File: src/rtl/instr_encoder_pkg.sv
// instr_encoder_pkg: opcodes, class and state encodings shared by the encoder, its decoder and the bench.
package instr_encoder_pkg;
   localparam int DEPTH = 32;
   localparam logic [5:0] OP_R    = 6'd0;
   localparam logic [5:0] OP_BEQ  = 6'd4;
   localparam logic [5:0] OP_ADDI = 6'd8;
   localparam logic [5:0] OP_SLTI = 6'd10;
   typedef enum logic [1:0] {CLS_R, CLS_BEQ, CLS_ADDI, CLS_SLTI} cls_e;
   typedef enum logic [1:0] {IDLE, WRITE, DONE, FULL} state_e;
   function automatic logic [5:0] opcode_of(cls_e c);
      return c == CLS_BEQ ? OP_BEQ : c == CLS_ADDI ? OP_ADDI : c == CLS_SLTI ? OP_SLTI : OP_R;
   endfunction
endpackage

File: src/rtl/instr_word_pack.sv
// instr_word_pack: packs an instruction class and its fields into a 32-bit MIPS-style word.
module instr_word_pack
   import instr_encoder_pkg::*;
(
   input  cls_e        cls,
   input  logic [4:0]  rs,
   input  logic [4:0]  rt,
   input  logic [4:0]  rd,
   input  logic [5:0]  funct,
   input  logic [15:0] imm,
   output logic [31:0] word
);
   always_comb word = cls == CLS_R ? {OP_R, rs, rt, rd, 5'd0, funct} : {opcode_of(cls), rs, rt, imm};
endmodule

File: src/rtl/instr_encoder.sv
// instr_encoder: accepts instruction requests, encodes them and writes them sequentially
// into instruction memory, stopping on the last instruction or when memory is full.
module instr_encoder
   import instr_encoder_pkg::*;
(
   input  logic        clk_i,
   input  logic        rst_i,
   input  logic        clear_i,
   input  logic        req_valid_i,
   output logic        req_ready_o,
   input  logic [1:0]  class_i,
   input  logic [4:0]  rs_i,
   input  logic [4:0]  rt_i,
   input  logic [4:0]  rd_i,
   input  logic [5:0]  funct_i,
   input  logic [15:0] imm_i,
   input  logic        last_i,
   output logic        im_we_o,
   output logic [31:0] im_addr_o,
   output logic [31:0] im_data_o,
   output logic [5:0]  count_o,
   output logic        full_o,
   output logic        done_o
);
   state_e      state;
   logic        last_q;
   logic        accept;
   logic [31:0] word;

   instr_word_pack u_pack (
      .cls   (cls_e'(class_i)),
      .rs    (rs_i),
      .rt    (rt_i),
      .rd    (rd_i),
      .funct (funct_i),
      .imm   (imm_i),
      .word  (word)
   );

   assign accept = req_valid_i && req_ready_o && !clear_i;

   always_comb begin
      req_ready_o = state == IDLE;
      full_o      = state == FULL;
      done_o      = state == DONE;
   end

   // The write bus is registered at acceptance, so the WRITE cycle is exactly the im_we_o cycle.
   always_ff @(posedge clk_i) begin
      if (rst_i) begin
         state     <= IDLE;
         count_o   <= '0;
         last_q    <= 1'b0;
         im_we_o   <= 1'b0;
         im_addr_o <= '0;
         im_data_o <= '0;
      end else begin
         im_we_o   <= accept;
         im_data_o <= accept ? word : '0;
         im_addr_o <= accept ? {24'd0, count_o, 2'b00} : '0;
         if (accept) last_q <= last_i;
         if (clear_i) begin
            state   <= IDLE;
            count_o <= '0;
         end else if (state == IDLE) begin
            state <= accept ? WRITE : IDLE;
         end else if (state == WRITE) begin
            count_o <= count_o == 6'(DEPTH) ? count_o : count_o + 6'd1;
            state   <= last_q ? DONE : count_o == 6'(DEPTH - 1) ? FULL : IDLE;
         end
      end
   end
endmodule

File: config.mk
export PLATFORM = sky130hd
export DESIGN_NAME = instr_encoder
export DESIGN_NICKNAME = d
export VERILOG_FILES = /design/src/rtl/instr_encoder_pkg.sv /design/src/rtl/instr_word_pack.sv /design/src/rtl/instr_encoder.sv
export SDC_FILE = /design/constraint.sdc
export NUM_CORES = 1
export LEC_CHECK = 0
export ABC_AREA = 1
export CORE_ASPECT_RATIO = 1.4
export CORE_UTILIZATION = 39
export DETAILED_ROUTE_END_ITERATION = 10
export PLACE_DENSITY = 0.95
export SETUP_SLACK_MARGIN = 0.2
export SYNTH_ARGS = -nofsm -noshare
export SYNTH_HDL_FRONTEND = slang
export SYNTH_SLANG_ARGS = --single-unit
File: constraint.sdc
create_clock -name clk_i -period 1.9 [get_ports clk_i]
set_input_delay 0.19 -clock clk_i [delete_from_list [all_inputs] [get_ports clk_i]]
set_output_delay 0.19 -clock clk_i [all_outputs]
set_load 0.02 [all_outputs]
==> flow_summary_export.csv, run 1 <==
group,metric,value,unit
cells_and_area,drive_gt1_frac,0.07813,
yosys,async_flop_share,0,
status,status,"finished clean",
route,wl_per_cell,10.81,µm
timing,rsz0062_at_grt,"false",
route,vias,1615,
placement,hpwl,3.274,mm
yosys,synth-main-ff-cell,"dfxtp_1",
global_route,antenna_found_initial,0,
pwr,powerDensity,642.3,nW/µm²
yosys,syn_avg_cell_area,8.295,µm²
cells_and_area,areaGrowthSynthToFinish,48.70,%
clock_tree,cts_num_sinks,45,
timing,final_hold_viol_count,0,
die,fp.coreArea,4572,µm²
pwr,leakage,1.208,nW
global_route,grt_max_degree,28,
cells_and_area,diodes,0,
timing,finalSetupViolations,0,
global_route,grt_pass1_wl,6.527,mm
yosys,yosys.area.top_type,"dfxtp_1",
timing,finClkSkew,0.003949,ns
clock_tree,cts_inserted_buffers,5,
clock_tree,root_buffer,"clkbuf_8",
global_route,first_global_vias,1492,
worst_setup_path,cp-startpoint,"state[1]",
yosys,netlist_area,1883,µm²
worst_setup_path,rr_startpoint,"count_o[0]",
worst_setup_path,rr_worst_depth,8,
route,drt_iter0_drc,55,
timing,setup_slack,0.2874,ns
yosys,yosys.cell_types.count,24,
route,route.detailed.drc,0,
die,fp.dieW,60.73,µm
cells_and_area,final_nets,369,
clock_tree,clk_latency,0.28,ns
die,std_cell_rows,29,
route,wirelength,4.131,mm
timing,finalMaxSlewViolations,0,
worst_setup_path,required,1.71,ns
yosys,ys_warn_count,0,
yosys,ys_seq_area_frac,0.4784,
worst_setup_path,cp-endpoint,"req_ready_o",
worst_setup_path,end_kind,"output port",
timing,max_freq,620.1,MHz
worst_setup_path,cp_data_arrival_time,1.42,ns
timing,fin_crit,1.613,ns
timing,fin_crit_sh,0.8487,
die,die_area,5114,µm²
clock_tree,cts_tree,"yes",
die,start_util,0.4119,
clock_tree,path_clk_slew,0.08,ns
clock_tree,h-tree-depth,2,
job,maxCapViolations,0,
route,antenna_left,0,
worst_setup_path,criticalPathCategory,"reg2out",
cells_and_area,final_util,0.6125,
clock_tree,cts_buffer_depth,2,
worst_setup_path,start_kind,"flip-flop",
global_route,gr-total-overflow,0,
yosys,synth-edff-count,0,
yosys,synth_area_leaders,"dfxtp_1, buf_4, inv_1, nand2_1, nor2_1",
worst_setup_path,r2r_slack,0.36,ns
cells_and_area,final_cell_mix,"clkdlybuf4s50_1, dfxtp_1, inv_1",
yosys,ys_seq_elements,45,
placement,gp_congestion,0.8119,
worst_setup_path,cp_cell_sequence,"nor2_4, clkdlybuf4s50_1",
die,fp.dieH,84.22,µm
die,io_pins,118,
yosys,synth_top_area_share,0.4784,
yosys,syn_inst,227,
global_route,grt_usage,0.1671,
worst_setup_path,crit_path_max_fanout,7,
placement,port-buffer-count,88,
worst_setup_path,r2r-end,"count_o[0]",
placement,pre_cts_ws,0.3140,ns
route,viasPerCell,4.228,
worst_setup_path,cp_slowest_cell,"clkdlybuf4s50_1",
cells_and_area,final_common_cell,"clkdlybuf4s50_1",
clock_tree,post-cts-setup-buffers,0,
route,dr.pass1.iters,4,
timing,finalSetupTns,0,ns
pwr,vdd_drop_max,0.4955,mV
min_path,hold_class,"in2reg",
worst_setup_path,slowest_delay,0.61,ns
==> power by group <==
group | switching (W) | internal, W | leakage [nW]
logic | 0.000148 | 0.000131 | 0.797
clock network | 0.000298 | 0.000255 | 0.0450
registers | 0.00000628 | 0.000960 | 0.366
==> area by class of cell <==
type,instances,area (µm²)
clock buffer,6,72.57
tap,62,77.57
multi-input combinational,143,709.4
timing repair buffer,90,894.6
fill,415,1772
clock inverter,2,10.01
inverter,34,130.1
sequential,45,905.9
==> sequential cells by signal (all words and copies together) (netlist names) <==
| name | cells |
|---|---|
| im_we_o | 1 |
| im_addr_o | 6 |
| count_o | 6 |
| state | 2 |
| last_q | 1 |
| im_data_o | 29 |
==> repair_timing <==
| action | CTS | global route |
|---|---|---|
| hold buffers | 0 | 0 |
| endpoints found under the setup margin | 3 | 1 |
| cloned | 0 | 0 |
| resized for setup | 2 | 2 |
==> Yosys cell counts (2+ instances only) <==
master,instances
nand2_2,2
inv_1,33
ha_1,6
nor3_1,2
nor2_4,2
dfxtp_1,45
nand2_1,32
clkbuf_1,2
a21oi_2,4
buf_6,2
nand4_1,2
o21ai_0,5
a21oi_1,13
nor2_2,3
nand3_1,6
buf_4,29
nor2_1,32
==> routing by layer <==
metal / up-vias / GRT usage / wire (µm)
li1: 817 / - / -
met1: 717 / 0.1668 / 1454
met2: 79 / 0.3197 / 2306
met3: 2 / 0.04314 / 332
met4: 0 / 0.04959 / 38
met5: - / 0 / 0
==> metrics by stage <==
step	cells	area [µm²]	power (W)	hold slack, ns
after global routing	382	2800	0.001892	0.4207
final	382	2800	0.001798	0.4242
after detailed placement	374	2714	0.001270	0.5052
after CTS	382	2796	0.001827	0.4131
after global placement	374	2714	0.001262	0.4908
after floorplan	255	1988	0.001175	0.2685
==> cells by family after synthesis <==
family / count (synthesis) / synth area share
AO/OA/AOI/OAI: 25 / 0.07774
adder cells (fa/ha/maj): 6 / 0.03987
buffers and inverters: 67 / 0.2007
flip-flops: 45 / 0.4784
other: 1 / 0.001991
AND/OR/NAND/NOR: 83 / 0.2013
==> critical path, delay by kind of cell, from the launching register on <==
family / cells / cell delay [ns]
buf+inv: 1 / 0.61
flops: 1 / 0.39
simple gates: 1 / 0.14
==> worst min-delay path by stage <==
stage | cells past startpoint | start | slack (ns) | to
2_1_floorplan | 1 | rst_i | 0.27 | last_q
5_1_grt | 3 | rs_i[1] | 0.42 | im_data_o[22]
3_5_place_dp | 2 | last_q | 0.51 | last_q
4_1_cts | 3 | imm_i[10] | 0.41 | im_data_o[10]
3_3_place_gp | 2 | last_q | 0.49 | last_q
6_report | 3 | rs_i[0] | 0.42 | im_data_o[21]
No activity file was read; power rests on OpenSTA's default activity.
==> run 2, diff against run 1 <==
- CORE_UTILIZATION: 39 -> 33
- PLACE_DENSITY: 0.95 -> 0.87
- clock period: 1.9 -> 1.4 ns (I/O delays scaled with it)
==> flow_summary_export.csv, run 2 (same netlist as run 1, synthesis figures left out) <==
group,metric,value,unit
clock_tree,cts.hold.buffers_added,0,
pwr,leakage,1.459,nW
placement,gp_congestion,0.7744,
global_route,antenna_found_initial,0,
timing,max_freq,841.6,MHz
die,fp.dieW,65.84,µm
die,fp.dieH,91.38,µm
cells_and_area,final_util,0.5340,
route,wirelength,4.289,mm
clock_tree,clk_latency,0.29,ns
timing,fin_crit,1.188,ns
worst_setup_path,start_kind,"flip-flop",
clock_tree,cts_inserted_buffers,5,
timing,finalSetupViolations,0,
clock_tree,cts_num_sinks,45,
global_route,grt_pass1_wl,7.010,mm
pwr,powerDensity,915.1,nW/µm²
job,maxCapViolations,0,
worst_setup_path,end_kind,"flip-flop",
worst_setup_path,crit_buf_inv,2,
clock_tree,root_buffer,"clkbuf_8",
cells_and_area,final_cell_mix,"clkdlybuf4s50_1, dfxtp_1, dlygate4sd2_1",
clock_tree,cts_buffer_depth,2,
global_route,first_global_vias,1640,
pwr,vdd_drop_max,0.4751,mV
cells_and_area,diodes,0,
route,route.detailed.drc,0,
placement,port-buffer-count,88,
die,start_util,0.3433,
placement,hpwl,3.198,mm
cells_and_area,largest_reg_flops,29,
route,dr.pass1.iters,4,
worst_setup_path,cp_slowest_cell,"dfxtp_4",
clock_tree,path_clk_slew,0.09,ns
route,vias,1649,
clock_tree,cts_tree,"yes",
route,viasPerCell,4.154,
die,std_cell_rows,32,
cells_and_area,final_common_cell,"clkdlybuf4s50_1",
timing,rsz0062_at_grt,"true",
worst_setup_path,slowest_delay,0.38,ns
timing,finClkSkew,0.005104,ns
route,wl_per_cell,10.80,µm
timing,finalSetupTns,0,ns
status,status,"finished clean",
cells_and_area,drive_gt1_frac,0.1733,
worst_setup_path,crit_path_max_fanout,7,
cells_and_area,n_fill_cell,527,
worst_setup_path,criticalPathCategory,"reg2reg",
die,io_pins,118,
cells_and_area,final_nets,378,
timing,fin_crit_sh,0.8487,
route,drt_iter0_drc,46,
min_path,hold_class,"in2reg",
route,antenna_left,0,
timing,final_hold_viol_count,0,
cells_and_area,max_flop_register,"im_data_o",
die,fp.coreArea,5485,µm²
worst_setup_path,cp_data_arrival_time,1.38,ns
worst_setup_path,path_delay_family,"simple AND/OR/NAND/NOR gates",
global_route,grt_usage,0.1514,
worst_setup_path,required,1.59,ns
global_route,grt_max_degree,28,
worst_setup_path,cp_cell_sequence,"inv_4, ha_2, nand2_1, inv_2, nand3_4, nand2_4, nor3_2, nor2_1",
global_route,gr-total-overflow,0,
clock_tree,h-tree-depth,2,
die,die_area,6016,µm²
timing,finalMaxSlewViolations,0,
cells_and_area,areaGrowthSynthToFinish,55.55,%
cells_and_area,reg.largest.list,"im_data_o (29), count_o (6), im_addr_o (6)",
## run 2: layout make-up
class                   count  area [µm²]  area share
clock buffers               5       68.82     0.02349
clock inverters             3       45.04     0.01538
inverters                  34       140.1     0.04784
multi-input cells         143       769.5      0.2627
flip-flops and latches     45       915.9      0.3127
well taps                  68       85.08     0.02905
repair buffers             99       904.6      0.3088
## run 2: report_power, final
group / switching, W / internal [W]
logic: 0.000211 / 0.000179
registers: 0.00000807 / 0.00130
clock network: 0.000448 / 0.000536
total: 0.000667 / 0.00201
## run 2: stage by stage
step / hold slack [ns] / power (W) / cells / setup slack, ns / area (µm²)
after global routing: 0.3469 / 0.002809 / 397 / 0.1255 / 2929
after CTS: 0.3512 / 0.002708 / 396 / 0.06799 / 2905
after floorplan: 0.2185 / 0.001592 / 255 / 0.2009 / 2001
final: 0.3578 / 0.002680 / 397 / 0.2118 / 2929
after detailed placement: 0.4981 / 0.001736 / 387 / -0.06993 / 2799
after global placement: 0.4937 / 0.001729 / 387 / 0.01129 / 2799
## run 2: repair_timing
| item | 4_1_cts | 5_1_grt |
|---|---|---|
| buffers inserted | 1 | 1 |
| pin swaps | 0 | 3 |
| gates resized for setup | 66 | 24 |
| setup endpoints to repair | 77 | 35 |
## run 2: worst paths after layout
check                   from             to  depth (start not counted)  slack [ns]
hold reg to reg   count_o[1]   im_addr_o[3]                          2        0.50
hold / removal       rs_i[4]  im_data_o[25]                          3        0.36
setup reg to reg  count_o[0]     count_o[3]                          8        0.21
setup / recovery  count_o[0]     count_o[3]                          8        0.21
## run 2: layer usage
metal  global-route usage  vias up  wire length (µm)
li1                     -      831                 -
met1               0.1543      721              1512
met2               0.2747       89              2355
met3              0.04146        8               341
met4              0.06884        0                80
met5                    0        -                 0
## run 2: worst register-to-register path: stages, from the launching register on
cell and delay [ns]:
dfxtp_4 0.38, inv_4 0.04, ha_2 0.17, nand2_1 0.07
inv_2 0.05, nand3_4 0.11, nand2_4 0.07, nor3_2 0.13
nor2_1 0.07
==> run 3, diff against run 2 <==
- CORE_UTILIZATION: 33 -> 36
- PLACE_DENSITY: 0.87 -> 0.9
- clock period: 1.4 -> 1.1 ns (I/O delays scaled with it)
==> flow_summary_export.csv, run 3 (same netlist as run 1, synthesis figures left out) <==
group,metric,value,unit
route,dr.pass1.iters,4,
placement,hpwl,3.336,mm
min_path,hold_class,"in2reg",
timing,setup_slack,-0.08193,ns
placement,port-buffer-count,88,
cells_and_area,drive_gt1_frac,0.3965,
worst_setup_path,required,1.32,ns
cells_and_area,stdcell_area,3074,µm²
global_route,grt_pass1_wl,7.010,mm
worst_setup_path,cp_cell_sequence,"nor2_4, buf_6, nand2_4, nor2_8, inv_8, a21oi_2",
worst_setup_path,start_kind,"flip-flop",
cells_and_area,areaGrowthSynthToFinish,63.26,%
die,io_pins,118,
route,wl_per_cell,10.92,µm
cells_and_area,final_nets,392,
global_route,grt_usage,0.1620,
pwr,leakage,1.463,nW
cells_and_area,diodes,0,
die,start_util,0.3801,
die,die_area,5528,µm²
timing,finClkSkew,0.004065,ns
clock_tree,cts_inserted_buffers,5,
job,maxCapViolations,0,
placement,gp_congestion,0.7984,
worst_setup_path,crit_path_max_fanout,27,
clock_tree,clk_latency,0.29,ns
status,status,"finished with violations",
timing,rsz0062_at_grt,"true",
die,fp.dieW,63.13,µm
timing,final_hold_viol_count,0,
clock_tree,root_buffer,"clkbuf_8",
worst_setup_path,cp_slowest_cell,"dfxtp_4",
die,fp.coreArea,4955,µm²
worst_setup_path,criticalPathCategory,"reg2reg",
clock_tree,cts_tree,"yes",
timing,max_freq,846.1,MHz
clock_tree,cts_num_sinks,45,
die,std_cell_rows,30,
cells_and_area,reg.largest.list,"im_data_o (29), count_o (6), im_addr_o (6)",
cells_and_area,final_cell_mix,"clkdlybuf4s50_1, buf_4, dfxtp_1",
route,vias,1757,
cells_and_area,largest_reg_flops,29,
global_route,first_global_vias,1695,
clock_tree,h-tree-depth,2,
status,violations,"setup timing",
timing,fin_crit,1.182,ns
route,route.detailed.drc,0,
die,fp.dieH,87.58,µm
pwr,vdd_drop_max,0.6810,mV
worst_setup_path,end_kind,"flip-flop",
cells_and_area,final_common_cell,"clkdlybuf4s50_1",
route,drt_iter0_drc,33,
pwr,powerDensity,1046,nW/µm²
global_route,gr-total-overflow,0,
cells_and_area,max_flop_register,"im_data_o",
timing,fin_crit_sh,1.074,
global_route,antenna_found_initial,0,
route,wirelength,4.446,mm
global_route,grt_max_degree,28,
placement,placed_cell_area,2920,µm²
clock_tree,cts_buffer_depth,2,
clock_tree,path_clk_slew,0.08,ns
worst_setup_path,cp_data_arrival_time,1.40,ns
timing,finalSetupViolations,37,
cells_and_area,final_util,0.6205,
worst_setup_path,slowest_delay,0.37,ns
route,antenna_left,0,
route,viasPerCell,4.317,
timing,finalMaxSlewViolations,0,
[run 3: cell count changes in the layout (fill, tap and decap cells not counted), moves of 7 or more]
cell and delta:
buf_2 +19, dlygate4sd2_1 -37, nor2_1 -7, buf_6 +11
buf_4 +28
[run 3: worst max-delay path: cells and delay by family (launching register included)]
family | cells | cell delay [ns]
AO/OA/AOI/OAI | 1 | 0.14
AND/OR/NAND/NOR | 3 | 0.37
flip-flops | 1 | 0.37
buffers and inverters | 2 | 0.24
[run 3: layout make-up]
| class | count | area [µm²] |
|---|---|---|
| inverters | 34 | 140.1 |
| well taps | 64 | 80.08 |
| clock inverters | 2 | 8.758 |
| fillers | 472 | 1881 |
| flip-flops and latches | 45 | 924.6 |
| repair buffers | 113 | 948.4 |
| clock buffers | 6 | 82.58 |
| multi-input cells | 143 | 889.6 |
[run 3: report_power, final]
| part | internal [W] | switching [W] |
|---|---|---|
| clock | 0.000498 | 0.000523 |
| combinational | 0.000245 | 0.000288 |
| sequential | 0.00165 | 0.0000113 |
[run 3: timing repair]
item	4_1_cts	5_1_grt
endpoints found under the setup margin	89	69
setup buffers	4	3
pin swaps	9	1
hold buffers	0	0
resized for setup	215	40
endpoints found under the hold margin	0	0
[run 3: per-layer routing]
layer / wire (µm) / GRT usage / up-vias
met5: 0 / 0 / -
met4: 116 / 0.06554 / 0
met3: 386 / 0.05859 / 12
met2: 2434 / 0.3226 / 91
met1: 1508 / 0.1449 / 790
li1: - / - / 864
[run 3: worst paths after layout]
path,slack [ns],startpoint,to,cells after the start
setup reg to reg,-0.08,state[0],im_data_o[5],6
hold / removal,0.34,imm_i[9],im_data_o[9],3
hold reg to reg,0.50,last_q,last_q,2
setup / recovery,-0.08,state[0],im_data_o[5],6
[run 3: per-stage QoR]
step | setup TNS [ns] | cells | hold WS (ns) | total power [W] | setup slack, ns
2_1_floorplan | -0.2472 | 255 | 0.1885 | 0.002040 | -0.03154
3_3_place_gp | -9.650 | 392 | 0.4834 | 0.002215 | -0.2923
3_5_place_dp | -10.88 | 392 | 0.4902 | 0.002226 | -0.3509
4_1_cts | -0.1522 | 404 | 0.3297 | 0.003215 | -0.03023
5_1_grt | -3.868 | 407 | 0.3362 | 0.003366 | -0.1350
6_report | -1.180 | 407 | 0.3372 | 0.003215 | -0.08193
